--- src/rtl/bitblade_pkg.sv ---
// rtl/bitblade_pkg.sv - precision encodings and element-geometry helpers for the activation packer
package bitblade_pkg;

    typedef enum logic [1:0] {
        PREC_2B  = 2'd0,
        PREC_4B  = 2'd1,
        PREC_8B  = 2'd2,
        PREC_RSV = 2'd3
    } prec_e;

    // Reserved encoding behaves as 8-bit.
    function automatic int prec_bits(input logic [1:0] prec);
        case (prec)
            PREC_2B: return 2;
            PREC_4B: return 4;
            default: return 8;
        endcase
    endfunction

    function automatic int elems_per_word(input logic [1:0] prec, input int width);
        return width / prec_bits(prec);
    endfunction

endpackage

--- src/rtl/act_pack_fifo.sv ---
// rtl/act_pack_fifo.sv - synchronous word FIFO with registered head entry and occupancy count
module act_pack_fifo
    import bitblade_pkg::*;
#(
    parameter int WIDTH = 33,
    parameter int DEPTH = 4
) (
    input  logic                       clk,
    input  logic                       rst,
    input  logic                       push,
    input  logic [WIDTH-1:0]           push_data,
    input  logic                       pop,
    output logic [WIDTH-1:0]           out_data,
    output logic                       out_vld,
    output logic [$clog2(DEPTH):0]     count
);
    localparam int AW = $clog2(DEPTH);

    logic [WIDTH-1:0] mem [DEPTH];
    logic [AW-1:0]    wr_ptr;
    logic [AW-1:0]    rd_ptr;
    logic             full;
    logic             do_push;
    logic             do_pop;

    assign full    = (count == (AW+1)'(DEPTH));
    assign do_pop  = pop && (count != '0);
    // When full, a simultaneous pop frees the slot the write lands in.
    assign do_push = push && (!full || do_pop);

    always_ff @(posedge clk) begin
        if (do_push) begin
            mem[wr_ptr] <= push_data;
        end
    end

    always_ff @(posedge clk) begin
        if (rst) begin
            wr_ptr <= '0;
            rd_ptr <= '0;
            count  <= '0;
        end else begin
            if (do_push) begin
                wr_ptr <= wr_ptr + 1'b1;
            end
            if (do_pop) begin
                rd_ptr <= rd_ptr + 1'b1;
            end
            case ({do_push, do_pop})
                2'b10:   count <= count + 1'b1;
                2'b01:   count <= count - 1'b1;
                default: count <= count;
            endcase
        end
    end

    assign out_vld  = (count != '0);
    assign out_data = out_vld ? mem[rd_ptr] : '0;

endmodule

--- src/rtl/act_pack_vp.sv ---
// rtl/act_pack_vp.sv - packs 2/4/8-bit activations into words; ACT_PACK_WCNT_EN adds word_cnt_o
module act_pack_vp
    import bitblade_pkg::*;
#(
    parameter int OUT_WIDTH  = 32,
    parameter int FIFO_DEPTH = 4
) (
    input  logic                 clk,
    input  logic                 rst,
    input  logic [7:0]           data_i,
    input  logic                 vld_i,
    input  logic [1:0]           fmap_precision,
    input  logic                 flush_i,
    output logic                 in_rdy_o,
    output logic [OUT_WIDTH-1:0] out_data_o,
    output logic                 out_vld_o,
    output logic                 out_last_o,
    input  logic                 out_rdy_i,
    output logic                 flush_done_o,
    output logic                 overflow_o
`ifdef ACT_PACK_WCNT_EN
    ,
    output logic [15:0]          word_cnt_o
`endif
);
    localparam int CW  = $clog2(OUT_WIDTH / 2);
    localparam int SW  = $clog2(OUT_WIDTH);
    localparam int CTW = $clog2(FIFO_DEPTH) + 1;
    localparam int N2  = elems_per_word(PREC_2B, OUT_WIDTH);
    localparam int N4  = elems_per_word(PREC_4B, OUT_WIDTH);
    localparam int N8  = elems_per_word(PREC_8B, OUT_WIDTH);

    logic [OUT_WIDTH-1:0] acc;
    logic [CW-1:0]        cnt;
    logic [1:0]           prec_q;
    logic [1:0]           eff_prec;
    logic [OUT_WIDTH-1:0] slot;
    logic [SW-1:0]        shamt;
    logic [CW-1:0]        last_idx;
    logic [OUT_WIDTH-1:0] new_acc;
    logic                 complete;
    logic                 push;
    logic                 pop;
    logic                 fifo_full;
    logic [CTW-1:0]       fifo_count;
    logic [OUT_WIDTH:0]   head;

    // A new word takes the live precision; later elements reuse the latched one.
    always_comb begin
        eff_prec = (cnt == '0) ? fmap_precision : prec_q;
        slot     = '0;
        shamt    = '0;
        last_idx = '0;
        case (eff_prec)
            PREC_2B: begin
                slot[1:0] = data_i[1:0];
                shamt     = SW'({cnt, 1'b0});
                last_idx  = CW'(N2 - 1);
            end
            PREC_4B: begin
                slot[3:0] = data_i[3:0];
                shamt     = SW'({cnt, 2'b00});
                last_idx  = CW'(N4 - 1);
            end
            default: begin
                slot[7:0] = data_i;
                shamt     = SW'({cnt, 3'b000});
                last_idx  = CW'(N8 - 1);
            end
        endcase
        new_acc  = vld_i ? (acc | (slot << shamt)) : acc;
        complete = vld_i && (cnt == last_idx);
        push     = complete || (flush_i && (vld_i || (cnt != '0)));
    end

    assign pop       = out_vld_o && out_rdy_i;
    assign fifo_full = (fifo_count == CTW'(FIFO_DEPTH));

    act_pack_fifo #(
        .WIDTH (OUT_WIDTH + 1),
        .DEPTH (FIFO_DEPTH)
    ) u_fifo (
        .clk       (clk),
        .rst       (rst),
        .push      (push),
        .push_data ({flush_i, new_acc}),
        .pop       (pop),
        .out_data  (head),
        .out_vld   (out_vld_o),
        .count     (fifo_count)
    );

    assign out_data_o = head[OUT_WIDTH-1:0];
    assign out_last_o = head[OUT_WIDTH];

    always_ff @(posedge clk) begin
        if (rst) begin
            acc          <= '0;
            cnt          <= '0;
            prec_q       <= PREC_2B;
            flush_done_o <= 1'b0;
            overflow_o   <= 1'b0;
            in_rdy_o     <= 1'b1;
        end else begin
            if (vld_i && (cnt == '0)) begin
                prec_q <= fmap_precision;
            end
            if (push) begin
                acc <= '0;
                cnt <= '0;
            end else if (vld_i) begin
                acc <= new_acc;
                cnt <= cnt + 1'b1;
            end
            flush_done_o <= flush_i;
            if (push && fifo_full && !pop) begin
                overflow_o <= 1'b1;
            end
            in_rdy_o <= (CTW'(FIFO_DEPTH) - fifo_count) >= CTW'(2);
        end
    end

`ifdef ACT_PACK_WCNT_EN
    always_ff @(posedge clk) begin
        if (rst || flush_done_o) begin
            word_cnt_o <= '0;
        end else if (pop) begin
            word_cnt_o <= word_cnt_o + 16'd1;
        end
    end
`endif

endmodule

--- config.mk ---
export PLATFORM = sky130hd
export DESIGN_NAME = act_pack_vp
export DESIGN_NICKNAME = d
export VERILOG_FILES = /design/src/rtl/bitblade_pkg.sv /design/src/rtl/act_pack_fifo.sv /design/src/rtl/act_pack_vp.sv
export SDC_FILE = /design/constraint.sdc
export NUM_CORES = 1
export LEC_CHECK = 0
export BUFFER_PORTS_ARGS = -buffer_cell sky130_fd_sc_hd__buf_2
export CAP_MARGIN = 20
export CORE_MARGIN = 5
export CORE_UTILIZATION = 45
export CTS_CLUSTER_DIAMETER = 100
export DETAILED_ROUTE_END_ITERATION = 7
export GPL_TIMING_DRIVEN = 0
export PLACE_DENSITY = 0.64
export SYNTH_ARGS = -nofsm -noshare
export SYNTH_HDL_FRONTEND = slang
export SYNTH_SLANG_ARGS = --single-unit
--- constraint.sdc ---
create_clock -name clk -period 3.1 [get_ports clk]
set_input_delay 0.155 -clock clk [delete_from_list [all_inputs] [get_ports clk]]
set_output_delay 0.155 -clock clk [all_outputs]
set_load 0.03 [all_outputs]
; After elaboration in Yosys (flattened, before gate mapping)
; Memory sizes are Yosys's and may differ from the RTL's. A register that Yosys moved wholly into a read port is not among the register bits.
; Cells that the tools add are included.
[word_totals]
input_bits = 15
mem_bits_ro = 0
out_inout_bits = 37
word_cells = 56
register_bits = 48
latchBits = 0
ram_bits = 132
n_memories = 1
[classes]
reduce_logical = 20
n_lt_le_gt_ge = 1
n_addsub = 6
shift = 1
n_mux = 12
eq_ne = 5
n_mul = 0
div = 0
bitwise_logic = 1
[mem_list]
columns = memory, words, width, read_ports, rd_ports_with_merged_regs, wr, line
row1 = u_fifo.mem, 4, 33, 1, 1, 1, act_pack_fifo.sv:19  ; logic [WIDTH-1:0] mem [DEPTH];
[op_table]
columns = operator, n
row1 = two-way mux 33 bit, 1
row2 = two-way mux 32 bit, 1
row3 = bitwise OR 32 bit, 1
row4 = << shifter 8 x 5 -> 32 bit, 1
row5 = case mux 5 bit (2 select lines), 1
row6 = logical AND 1 bit, 8
row7 = two-way mux 2 bit, 4
row8 = case mux 4 bit (2 select lines), 1
row9 = case mux 3 bit (2 select lines), 1
row10 = adder 2 x 1 -> 2 bit (second input constant), 2
row11 = adder 4 x 1 -> 4 bit (second input constant), 1
row12 = equality test 2 x 1 -> 1 bit (second input constant), 2
row13 = equality test 4 bit, 1
row14 = zero test 4 bit, 1
row15 = two-way mux 4 bit, 1
row16 = nonzero test 4 bit, 1
row17 = OR reduction 2 bit, 2
row18 = adder 3 x 1 -> 3 bit (second input constant), 1
row19 = equality test 3 bit (second input constant), 1
row20 = greater-or-equal comparator 3 x 2 -> 1 bit (second input constant), 1
row21 = logical OR 1 bit, 3
row22 = nonzero test 3 bit, 1
row23 = subtractor 3 x 1 -> 3 bit (second input constant), 1
row24 = subtractor 3 bit (first input constant), 1
row25 = other kinds (5), 7

; Depth between registers and ports, before layout
; Gate-level depths: netlist of the first run.
[logic_depth]
word_depth = 10
depth_mapped = 14
ltp_nobuf = 13

; Modules after synthesis
; From an unflattened synthesis of the first run, not the netlist that was laid out.
[unflattened]
hier_cells = 565
area_unflattened_um2 = 8060.2
[by_module_without_submodules]
columns = module, area_each_um2, n_inst, cells_each, seq_area_each_um2
row1 = act_pack_fifo, 5615.4, 1, 274, 4144.0
row2 = act_pack_vp, 2444.8, 1, 291, 820.8

; Worst setup path after synthesis of the first run
; No wires, ideal clock.
[synth_timing]
path_type = flip-flop to flip-flop
from = reg cnt[0]
to = mem u_fifo.mem[1][0], enable pin
synth_period_minus_slack_ps = 3118
path_stages_with_launch = 9
n_path_buf = 1
setup_time_ps = 393
slack_ps = -18
t_required_ps = 2707
arrival_ps = 2724
path_cell_list = dfxtp_1 buf_2 inv_1 ha_1 mux2_2 a32o_1 a21oi_2 nor3_1 and2_1
[synth_via]
elab_chain_cells = 10
elab_cells_between_ends = 14
classes_between = 2 x eq/ne / 4 x mux / 8 x reduce/logical
[synth_rtl]
columns = element, line
row1 = "start, declared", act_pack_vp.sv:34  ; logic [CW-1:0] cnt;
row2 = "start signal, assigned", act_pack_vp.sv:113  ; cnt <= cnt + 1'b1;
row3 = zero test 4 bit, act_pack_vp.sv:50  ; eff_prec = (cnt == '0) ? fmap_precision : prec_q;
row4 = two-way mux 2 bit, act_pack_vp.sv:50
row5 = equality test 2 x 1 -> 1 bit or zero test 2 bit (tied branches), act_pack_vp.sv:54  ; case (eff_prec)
row6 = case mux 4 bit (2 select lines), act_pack_vp.sv:54
row7 = equality test 4 bit, act_pack_vp.sv:72  ; complete = vld_i && (cnt == last_idx);
row8 = logical AND 1 bit, act_pack_vp.sv:72
row9 = logical OR 1 bit (*), act_pack_vp.sv:73  ; push = complete || (flush_i && (vld_i || (cnt != '0)));
row10 = logical AND 1 bit (*), act_pack_fifo.sv:29  ; assign do_push = push && (!full || do_pop);
row11 = two-way mux 1 bit (*), act_pack_fifo.sv:32  ; if (do_push) begin
row12 = two-way mux 1 bit (not written as such) (*), act_pack_fifo.sv:33  ; mem[wr_ptr] <= push_data;
row13 = "end, declared", act_pack_fifo.sv:19
; Mark *: on every way between the ends. The rest lies on a longest branch, timed or not.

; Worst setup path after layout of the first run
[layout_timing]
from = reg cnt[1]
to = reg u_fifo.count[2]
[layout_via]
elab_chain_cells = 10
elab_cells_between_ends = 16
classes_between = 4 x eq/ne / 3 x mux / 9 x reduce/logical
[layout_rtl]
columns = element, line
row1 = zero test 4 bit, act_pack_vp.sv:50
row2 = two-way mux 2 bit, act_pack_vp.sv:50
row3 = equality test 2 x 1 -> 1 bit or zero test 2 bit (tied branches), act_pack_vp.sv:54
row4 = case mux 4 bit (2 select lines), act_pack_vp.sv:54
row5 = equality test 4 bit, act_pack_vp.sv:72
row6 = logical AND 1 bit, act_pack_vp.sv:72
row7 = logical OR 1 bit (*), act_pack_vp.sv:73
row8 = logical AND 1 bit (*), act_pack_fifo.sv:29
row9 = equality test 2 x 1 -> 1 bit or equality test 2 bit (tied branches), act_pack_fifo.sv:49  ; case ({do_push, do_pop})
row10 = case mux 3 bit (2 select lines) or nonzero test 2 bit (tied branches), -
row11 = "end signal, assigned", act_pack_fifo.sv:50  ; 2'b10: count <= count + 1'b1;
row12 = "end signal, assigned", act_pack_fifo.sv:51  ; 2'b01: count <= count - 1'b1;
row13 = "end signal, assigned", act_pack_fifo.sv:52  ; default: count <= count;
row14 = "end, declared", act_pack_fifo.sv:15  ; output logic [$clog2(DEPTH):0] count
; Marked as above.
; A chain may end at the register's enable or synchronous reset.

==> impl_metrics.toml, run 1 <==
[status]
status = "complete, no violations"

[cells_and_area]
syn_to_final_growth_pct = 16.8
n_antenna_cell = 0
drive_gt1_share_pct = 28.2
fin_nets = 574
final_cells = 780
final.fill_count = 1325

[floorplanning]
fp.dieW_um = 139
die_y_um = 139
fp.dieArea_um2 = 19200
fp-row-count = 47
initial_core_util_pct = 45.3
core-area_um2 = 16400
ioPinCount = 52

[sta]
fmax_ghz = 0.341
finalSetupViolCount = 0
rsz0062_at_grt = "no"
finalClockSkew_ps = 7.95
min_period_ps = 2930
hold_viol = 0
tightest_slew_ps = 701
slew_headroom_pct = 53.3
fin_crit_sh_pct = 94.5
fin_hold_ws_ps = 43.9
final_max_slew_viol_count = 0
worst_slack_ps = 171

[cts]
cts_made_buffers = 17
cts_tree = "yes"
clockBufferDepth = 2
cts.root.buffer_cell = "clkbuf_16"
clkTransAtPathRegs_ps = 70
clk_latency_ps = 430
h-tree-depth = 4
cts_sinks = 182

[logic_synthesis]
yosysTopAreaCell = "edfxtp_1"
ys_async_sr_fraction_pct = 0
synth.distinct_cells = 53
ys_ff_latch = 182
synth_top_area_share_pct = 53.3
synthTopCellsByCount = "edfxtp_1, dfxtp_1, and2_1"
synth_ff_type = "edfxtp_1"
ys_top_cells_by_area = "edfxtp_1, dfxtp_1, mux4_2, and2_1, a21o_1"
netlist_area_um2 = 7440
seq_area_frac_synth_pct = 66.7
synth_edf_count = 132
synth_most_common_cell = "edfxtp_1"
synth.avg_cell_area_um2 = 15.7
syn-instance-count = 474
synth_warnings = 0
syn-num-nets = 501

[routing]
wl_per_cell_um = 18.9
dr.first_iter.drc_count = 226
detail-route-antenna-nets = 0
drc = 0
wl_um = 14700
drtPass1Iterations = 5
via_per_inst = 5.28
vias = 4120

[global_route]
antenna_found_initial = 0
grt_pass1_vias = 4248
grt_overflow = 0
grt_pass1_wl_um = 23200
grt_max_degree = 34
grt_usage_pct = 15.8

[worst_hold_path]
hold_class = "primary input to flip-flop"
hold_end = "prec_q[0]"
worstHoldStart = "fmap_precision[0]"
min_path_cells = 3

[power_and_ir_drop]
peakVddDrop_mv = 0.405
power.internal_uw = 4890
cellPowerDensity_nw_per_um2 = 822
fin_total_pwr_uw = 7140
power_frac_clock_pct = 31.7
power.leakage_uw = 0.00336
seqPwrFrac_pct = 39.3
p_switching_uw = 2250
p_comb_share_pct = 29.0
power.switching_fraction_pct = 31.6

[setup_path]
worstReg2RegEnd = "u_fifo.count[2]"
reg2reg_slack_ps = 170
path_max_fanout = 9
path_cells = "clkbuf_4, inv_2, ha_4, mux2_2, a32o_1, a21oi_2, nor3_4, inv_1, ha_2, inv_1, fa_1, xor2_1, or3_1, a21oi_1"
critPathLaunch = "cnt[1]"
cp_slowest_stage_delay_ps = 370
rr_worst_depth = 14
endpoint_kind = "flip-flop"
worstPathRequired_ps = 3460
cpMaxStageDelayCell = "fa_1"
rr_startpoint = "cnt[1]"
path_class = "flip-flop to flip-flop"
start_kind = "flip-flop"
arrival_ps = 3290
crit_top_cell = "inv_1"

[placement]
port_buffers = 51
place.gp.congestion = 0.821
dp_cells = 745
hpwlAfterDp_um = 9320
post-place-ws_ps = -462

[flow_run]
maxCapViolCount = 0
==> logic make-up (layout without fill, tap and decap cells) <==
family / Yosys count / count (layout) / share of synthesized area [%]
AO/OA/AOI/OAI: 60 / 60 / 6.01
XOR/XNOR: 9 / 9 / 1.06
adder cells (fa/ha/maj): 12 / 12 / 2.12
buffers and inverters: 37 / 123 / 2.14
flip-flops: 182 / 182 / 66.7
multiplexers: 44 / 44 / 11.6
AND/OR/NAND/NOR: 130 / 130 / 10.3
==> power groups by stage <==
stage          Sequential, uW  Combinational (uW)  Clock [uW]
5_1_grt                  2820                2270        2410
3_3_place_gp             2850                2080           0
3_5_place_dp             2860                2100           0
6_report                 2810                2080        2260
2_1_floorplan            2860                1510           0
4_1_cts                  2810                2120        2300
==> layout make-up <==
class                   count  area (um^2)  share of cell area, %
clock buffers              18          429                   4.94
well taps                 220          275                   3.17
clock inverters            14          199                   2.29
inverters                  14         55.1                  0.634
repair buffers             54          283                   3.25
plain buffers              23          115                   1.32
flip-flops and latches    182         4970                   57.1
multi-input cells         255         2370                   27.2
==> how the worst max path moves through the flow <==
stage | cells after the start | endpoint
6_report | 14 | u_fifo.count[2]
5_1_grt | 14 | u_fifo.count[2]
4_1_cts | 14 | u_fifo.count[2]
3_5_place_dp | 8 | u_fifo.mem[0][7]
3_3_place_gp | 8 | u_fifo.mem[1][6]
2_1_floorplan | 14 | u_fifo.count[2]
==> cell usage in the layout, fill, tap and decap left out, drive strengths merged, types with 6 or more instances in the layout <==
cell / count
a21o: 27
a21oi: 12
and2: 39
and2b: 13
buf: 63
clkbuf: 30
dfxtp: 50
edfxtp: 132
ha: 11
inv: 17
mux2i: 9
mux4: 33
nand2: 16
nor2: 23
nor2b: 21
o21ai: 7
xor2: 6
==> critical path, delay by kind of cell, from the launching register on <==
family / cells / cell delay (ps)
compound gates: 3 / 540
xor+xnor: 1 / 160
fa+ha+maj: 3 / 710
buf+inv: 4 / 400
flops: 1 / 310
mux: 1 / 330
simple gates: 2 / 400
==> sequential cells by signal, summed over array words and instances, names as in the netlist, named ones only <==
name           count
cnt                4
u_fifo.wr_ptr      2
prec_q             2
u_fifo.rd_ptr      2
u_fifo.mem       132
u_fifo.count       3
overflow_o         1
flush_done_o       1
acc               32
in_rdy_o           1
==> per-layer routing <==
metal | track usage (%) | part of all wire (%)
met2 | 25.7 | 49
met5 | 0 | 0
met4 | 6.40 | 2.0
met1 | 20.8 | 44
met3 | 3.62 | 5.0
==> metrics by stage <==
stage	TNS [ps]	util, %	area [um^2]
6_report	0	53.0	8690
5_1_grt	0	53.0	8690
4_1_cts	0	52.7	8650
3_5_place_dp	-74780	48.6	7970
3_3_place_gp	-61610	48.6	7970
2_1_floorplan	0	-	7440
==> what timing repair did <==
action / in CTS / in global routing
gates resized for setup: 13 / 8
pin swaps: 0 / 2
hold endpoints to repair: 6 / 0
endpoints found under the setup margin: 219 / 48
buffers inserted: 0 / 1
hold buffers: 2 / 0
(Power assumes the default switching activity.)
==> inputs of run 2 (changes only) <==
- CORE_ASPECT_RATIO: default -> 0.7
- PLACE_DENSITY: 0.64 -> default
==> impl_metrics.toml, run 2 (synthesis results as in run 1) <==
[status]
status = "complete, no violations"

[cts]
cts.root.buffer_cell = "clkbuf_16"
cts_tree = "yes"
h-tree-depth = 4
clk_latency_ps = 420
cts_made_buffers = 17
clkTransAtPathRegs_ps = 70
cts_sinks = 182
clockBufferDepth = 2

[routing]
drc = 0
via_per_inst = 5.21
vias = 4087
detail-route-antenna-nets = 0
wl_um = 15000
wl_per_cell_um = 19.1
drtPass1Iterations = 4
dr.first_iter.drc_count = 275

[sta]
min_period_ps = 2930
finalClockSkew_ps = 9.79
fmax_ghz = 0.341
final_max_slew_viol_count = 0
fin_hold_ws_ps = 26.7
finalSetupViolCount = 0
tns_ps = 0
slew_headroom_pct = 53.3
hold_viol = 0
tightest_slew_ps = 698
fin_crit_sh_pct = 94.6
worst_slack_ps = 169

[placement]
hpwlAfterDp_um = 9510
dpl_cell_area_um2 = 7980
port_buffers = 51
post-place-ws_ps = -545
place.gp.congestion = 0.813

[cells_and_area]
fin_nets = 573
layout_common_cells = "edfxtp_1, buf_2, dfxtp_1"
syn_to_final_growth_pct = 16.1
top_register = "u_fifo.mem"
largest_reg_flops = 132
final_util_pct = 53.2
n_antenna_cell = 0
largest_registers = "u_fifo.mem: 132 flops, acc: 32 flops, cnt: 4 flops"
final_common_cell = "edfxtp_1"
design_area_um2 = 8640
final.fill_count = 1359
drive_gt1_share_pct = 28.4

[power_and_ir_drop]
power_frac_clock_pct = 30.4
p_comb_share_pct = 29.6
p_switching_uw = 2340
power.switching_fraction_pct = 33.4
seqPwrFrac_pct = 40.0
power.internal_uw = 4670
power.leakage_uw = 0.00334
cellPowerDensity_nw_per_um2 = 812
peakVddDrop_mv = 0.408

[setup_path]
endpoint_kind = "flip-flop"
rr_worst_depth = 9
arrival_ps = 3280
crit_end = "acc[4]"
start_kind = "flip-flop"
rr_startpoint = "cnt[0]"
worstPathRequired_ps = 3450
path_max_fanout = 10
path_class = "flip-flop to flip-flop"
reg2reg_slack_ps = 170
critPathLaunch = "cnt[0]"
worstReg2RegEnd = "acc[4]"

[global_route]
grt_pass1_vias = 4257
grt_overflow = 0
grt_pass1_wl_um = 23700
grt_usage_pct = 16.3
antenna_found_initial = 0
grt_max_degree = 34

[floorplanning]
fp.dieW_um = 164
die_y_um = 118
ioPinCount = 52
fp-row-count = 39
initial_core_util_pct = 45.8
core-area_um2 = 16200
fp.dieArea_um2 = 19200

[worst_hold_path]
hold_class = "primary input to flip-flop"

[flow_run]
maxCapViolCount = 0
[run 2: cell types whose count changed in the layout (fill, tap and decap cells not counted), sizes merged]
| cell | delta |
|---|---|
| clkbuf | -2 |
| inv | +3 |
| buf | +1 |
| clkinvlp | -1 |
| clkinv | +2 |
| bufinv | -3 |
| dlygate4sd3 | -1 |
[run 2: repair_timing]
| action | in CTS | in global routing |
|---|---|---|
| setup buffers | 0 | 1 |
| hold endpoints to repair | 3 | 0 |
| pin swaps | 0 | 3 |
| hold buffers | 1 | 0 |
| gates resized for setup | 13 | 9 |
| setup endpoints to repair | 252 | 78 |
[run 2: final cells by class]
class                      count  area (um^2)  share of cell area (%)
buffer                        23          115                    1.33
clock buffer                  17          425                    4.92
clock inverter                15          163                    1.88
inverter                      14         57.6                   0.666
timing repair buffer          53          273                    3.16
multi-input combinational    255         2360                    27.3
tap                          225          282                    3.26
sequential                   182         4970                    57.5
[run 2: metal layers]
metal	wire length, um	part of all wire (%)	vias up	track usage (%)
li1	-	-	1905	-
met3	860	5.7	12	3.89
met4	116	0.77	0	4.19
met1	7030	47	2065	23.6
met5	0	0	-	0
met2	6970	47	105	25.1
[run 2: worst min-delay path by stage]
stage                 start           endpoint  slack, ps  cells past startpoint
finish              flush_i  u_fifo.mem[3][32]         30                      1
global route        flush_i  u_fifo.mem[3][32]         20                      1
global placement        rst    u_fifo.count[2]        370                      2
CTS                 flush_i  u_fifo.mem[3][32]         10                      1
detailed placement      rst    u_fifo.count[2]        380                      2
floorplan               rst    u_fifo.count[2]        220                      1
[run 2: worst max-delay path, cell delays in order (launching register included)]
cell	delay, ps
dfxtp_2	340
buf_6	150
inv_6	90
ha_4	170
nor3b_4	430
mux2i_2	560
nand2_1	120
o21ai_1	540
a21o_1	320
nor2b_1	140
[run 2: power by group through the flow]
stage / logic, uW / clock network [uW] / registers [uW]
final: 2080 / 2130 / 2810
after global routing: 2260 / 2270 / 2820
after CTS: 2120 / 2170 / 2810
after detailed placement: 2110 / 0 / 2860
after global placement: 2090 / 0 / 2850
after floorplan: 1510 / 0 / 2860
[run 2: metrics by stage]
stage          total power, uW  instances
2_1_floorplan             4370        474
3_3_place_gp              4940        750
5_1_grt                   7350        784
3_5_place_dp              4970        750
4_1_cts                   7110        783
6_report                  7020        784
==> inputs of run 3 (changes only) <==
- CTS_CLUSTER_SIZE: default -> 24
- RECOVER_POWER: default -> 100
==> impl_metrics.toml, run 3 (synthesis results as in run 1) <==
[cells_and_area]
top_register = "u_fifo.mem"
largest_registers = "u_fifo.mem: 132 flops, acc: 32 flops, cnt: 4 flops"
fin_nets = 573
layout_common_cells = "edfxtp_1, dfxtp_1, clkbuf_1"
syn_to_final_growth_pct = 15.3
largest_reg_flops = 132
drive_gt1_share_pct = 21.6
final_common_cell = "edfxtp_1"
design_area_um2 = 8580
n_antenna_cell = 0

[global_route]
grt_pass1_wl_um = 23700
met1_usage_pct = 23.6
grt_busiest_layer = "met2"
grt_pass1_vias = 4257
use_met2_pct = 25.1
grt_max_degree = 34
use_met3_pct = 3.89
antenna_found_initial = 0
grt_overflow = 0
grt_usage_pct = 16.3

[sta]
worst_slack_ps = 169
tightest_slew_ps = 679
finalClockSkew_ps = 8.08
fin_crit_sh_pct = 94.6
finalSetupViolCount = 0
hold_viol = 0
slew_headroom_pct = 54.5
final_max_slew_viol_count = 0
fmax_ghz = 0.341
min_period_ps = 2930
rsz0062_at_grt = "no"

[flow_run]
maxCapViolCount = 0

[placement]
dpl_cell_area_um2 = 7980
hpwlAfterDp_um = 9510
port_buffers = 51
post-place-ws_ps = -545
place.gp.congestion = 0.813

[routing]
wl_um = 15000
drc = 0
detail-route-antenna-nets = 0
wl_per_cell_um = 19.2
via_per_inst = 5.24
dr.first_iter.drc_count = 300
drtPass1Iterations = 5
vias = 4108

[cts]
cts.root.buffer_cell = "clkbuf_16"
clkTransAtPathRegs_ps = 70
h-tree-depth = 4
cts_sinks = 182
cts_made_buffers = 17
cts_tree = "yes"
clockBufferDepth = 2
clk_latency_ps = 430

[worst_hold_path]
hold_class = "primary input to flip-flop"
min_path_cells = 3
worstHoldStart = "fmap_precision[0]"
hold_end = "prec_q[0]"

[setup_path]
rr_startpoint = "cnt[0]"
cpLargestDelayFamily = "simple AND/OR/NAND/NOR gates"
reg2reg_slack_ps = 170
arrival_ps = 3290
path_cells = "buf_6, inv_6, ha_4, nor3b_4, mux2_1, or3_1, a21oi_2, a21o_1, nor2b_1"
worstReg2RegEnd = "acc[31]"
cpMaxStageDelayCell = "mux2_1"
endpoint_kind = "flip-flop"
path_max_fanout = 10
worstPathRequired_ps = 3460
cp.buffers_inverters = 2
path_class = "flip-flop to flip-flop"
cp_slowest_stage_delay_ps = 520
rr_worst_depth = 9
start_kind = "flip-flop"

[power_and_ir_drop]
power.leakage_uw = 0.00321
peakVddDrop_mv = 0.413
cellPowerDensity_nw_per_um2 = 813

[status]
status = "complete, no violations"

[floorplanning]
die_y_um = 118
fp-row-count = 39
initial_core_util_pct = 45.8
core-area_um2 = 16200
ioPinCount = 52
fp.dieW_um = 164
fp.dieArea_um2 = 19200
[run 3: per-stage QoR]
stage / utilization, % / hold WS (ps) / total power, uW / instances / TNS (ps)
2_1_floorplan: - / 224 / 4370 / 474 / 0
3_3_place_gp: 49.1 / 370 / 4940 / 750 / -70330
3_5_place_dp: 49.1 / 377 / 4970 / 750 / -90270
4_1_cts: 53.0 / 13.4 / 7110 / 783 / 0
5_1_grt: 52.8 / 49.0 / 7290 / 784 / 0
6_report: 52.8 / 45.2 / 6970 / 784 / 0
[run 3: worst max path at each step]
stage            from                 to  slack (ps)  depth (start not counted)
5_1_grt        cnt[0]            acc[31]           7                          9
3_3_place_gp   cnt[0]  u_fifo.mem[1][18]        -450                          8
2_1_floorplan  cnt[0]    u_fifo.count[2]         130                         14
6_report       cnt[0]            acc[31]         170                          9
3_5_place_dp   cnt[0]  u_fifo.mem[3][14]        -540                          8
4_1_cts        cnt[0]    u_fifo.count[2]          30                         14
[run 3: report_power, final]
group	switching, uW	internal, uW	total, uW
Combinational	1320	709	2030
Clock	992	1140	2130
Sequential	47.0	2760	2810
[run 3: timing repair]
| item | 4_1_cts | 5_1_grt |
|---|---|---|
| pin swaps | 0 | 3 |
| setup endpoints to repair | 252 | 78 |
| hold buffers | 1 | 0 |
| endpoints found under the hold margin | 3 | 0 |
| resized for setup | 13 | 9 |
| buffers inserted | 0 | 1 |
[run 3: layout make-up]
cell class	count	area (um^2)
sequential	182	4970
inverter	14	57.6
timing repair buffer	53	233
clock inverter	15	163
tap	225	282
buffer	23	115
clock buffer	17	425
fill	1372	7670
multi-input combinational	255	2340
[run 3: worst register-to-register path, cell delays in order (launching register included)]
cell	delay [ps]
dfxtp_2	340
buf_6	150
inv_6	80
ha_4	170
nor3b_4	430
mux2_1	520
or3_1	470
a21oi_2	310
a21o_1	240
nor2b_1	150
[run 3: routing by layer]
metal,share of wire [%],vias up
met5,0,-
met2,46,105
met1,48,2082
met4,1.1,0
li1,-,1907
met3,5.4,14
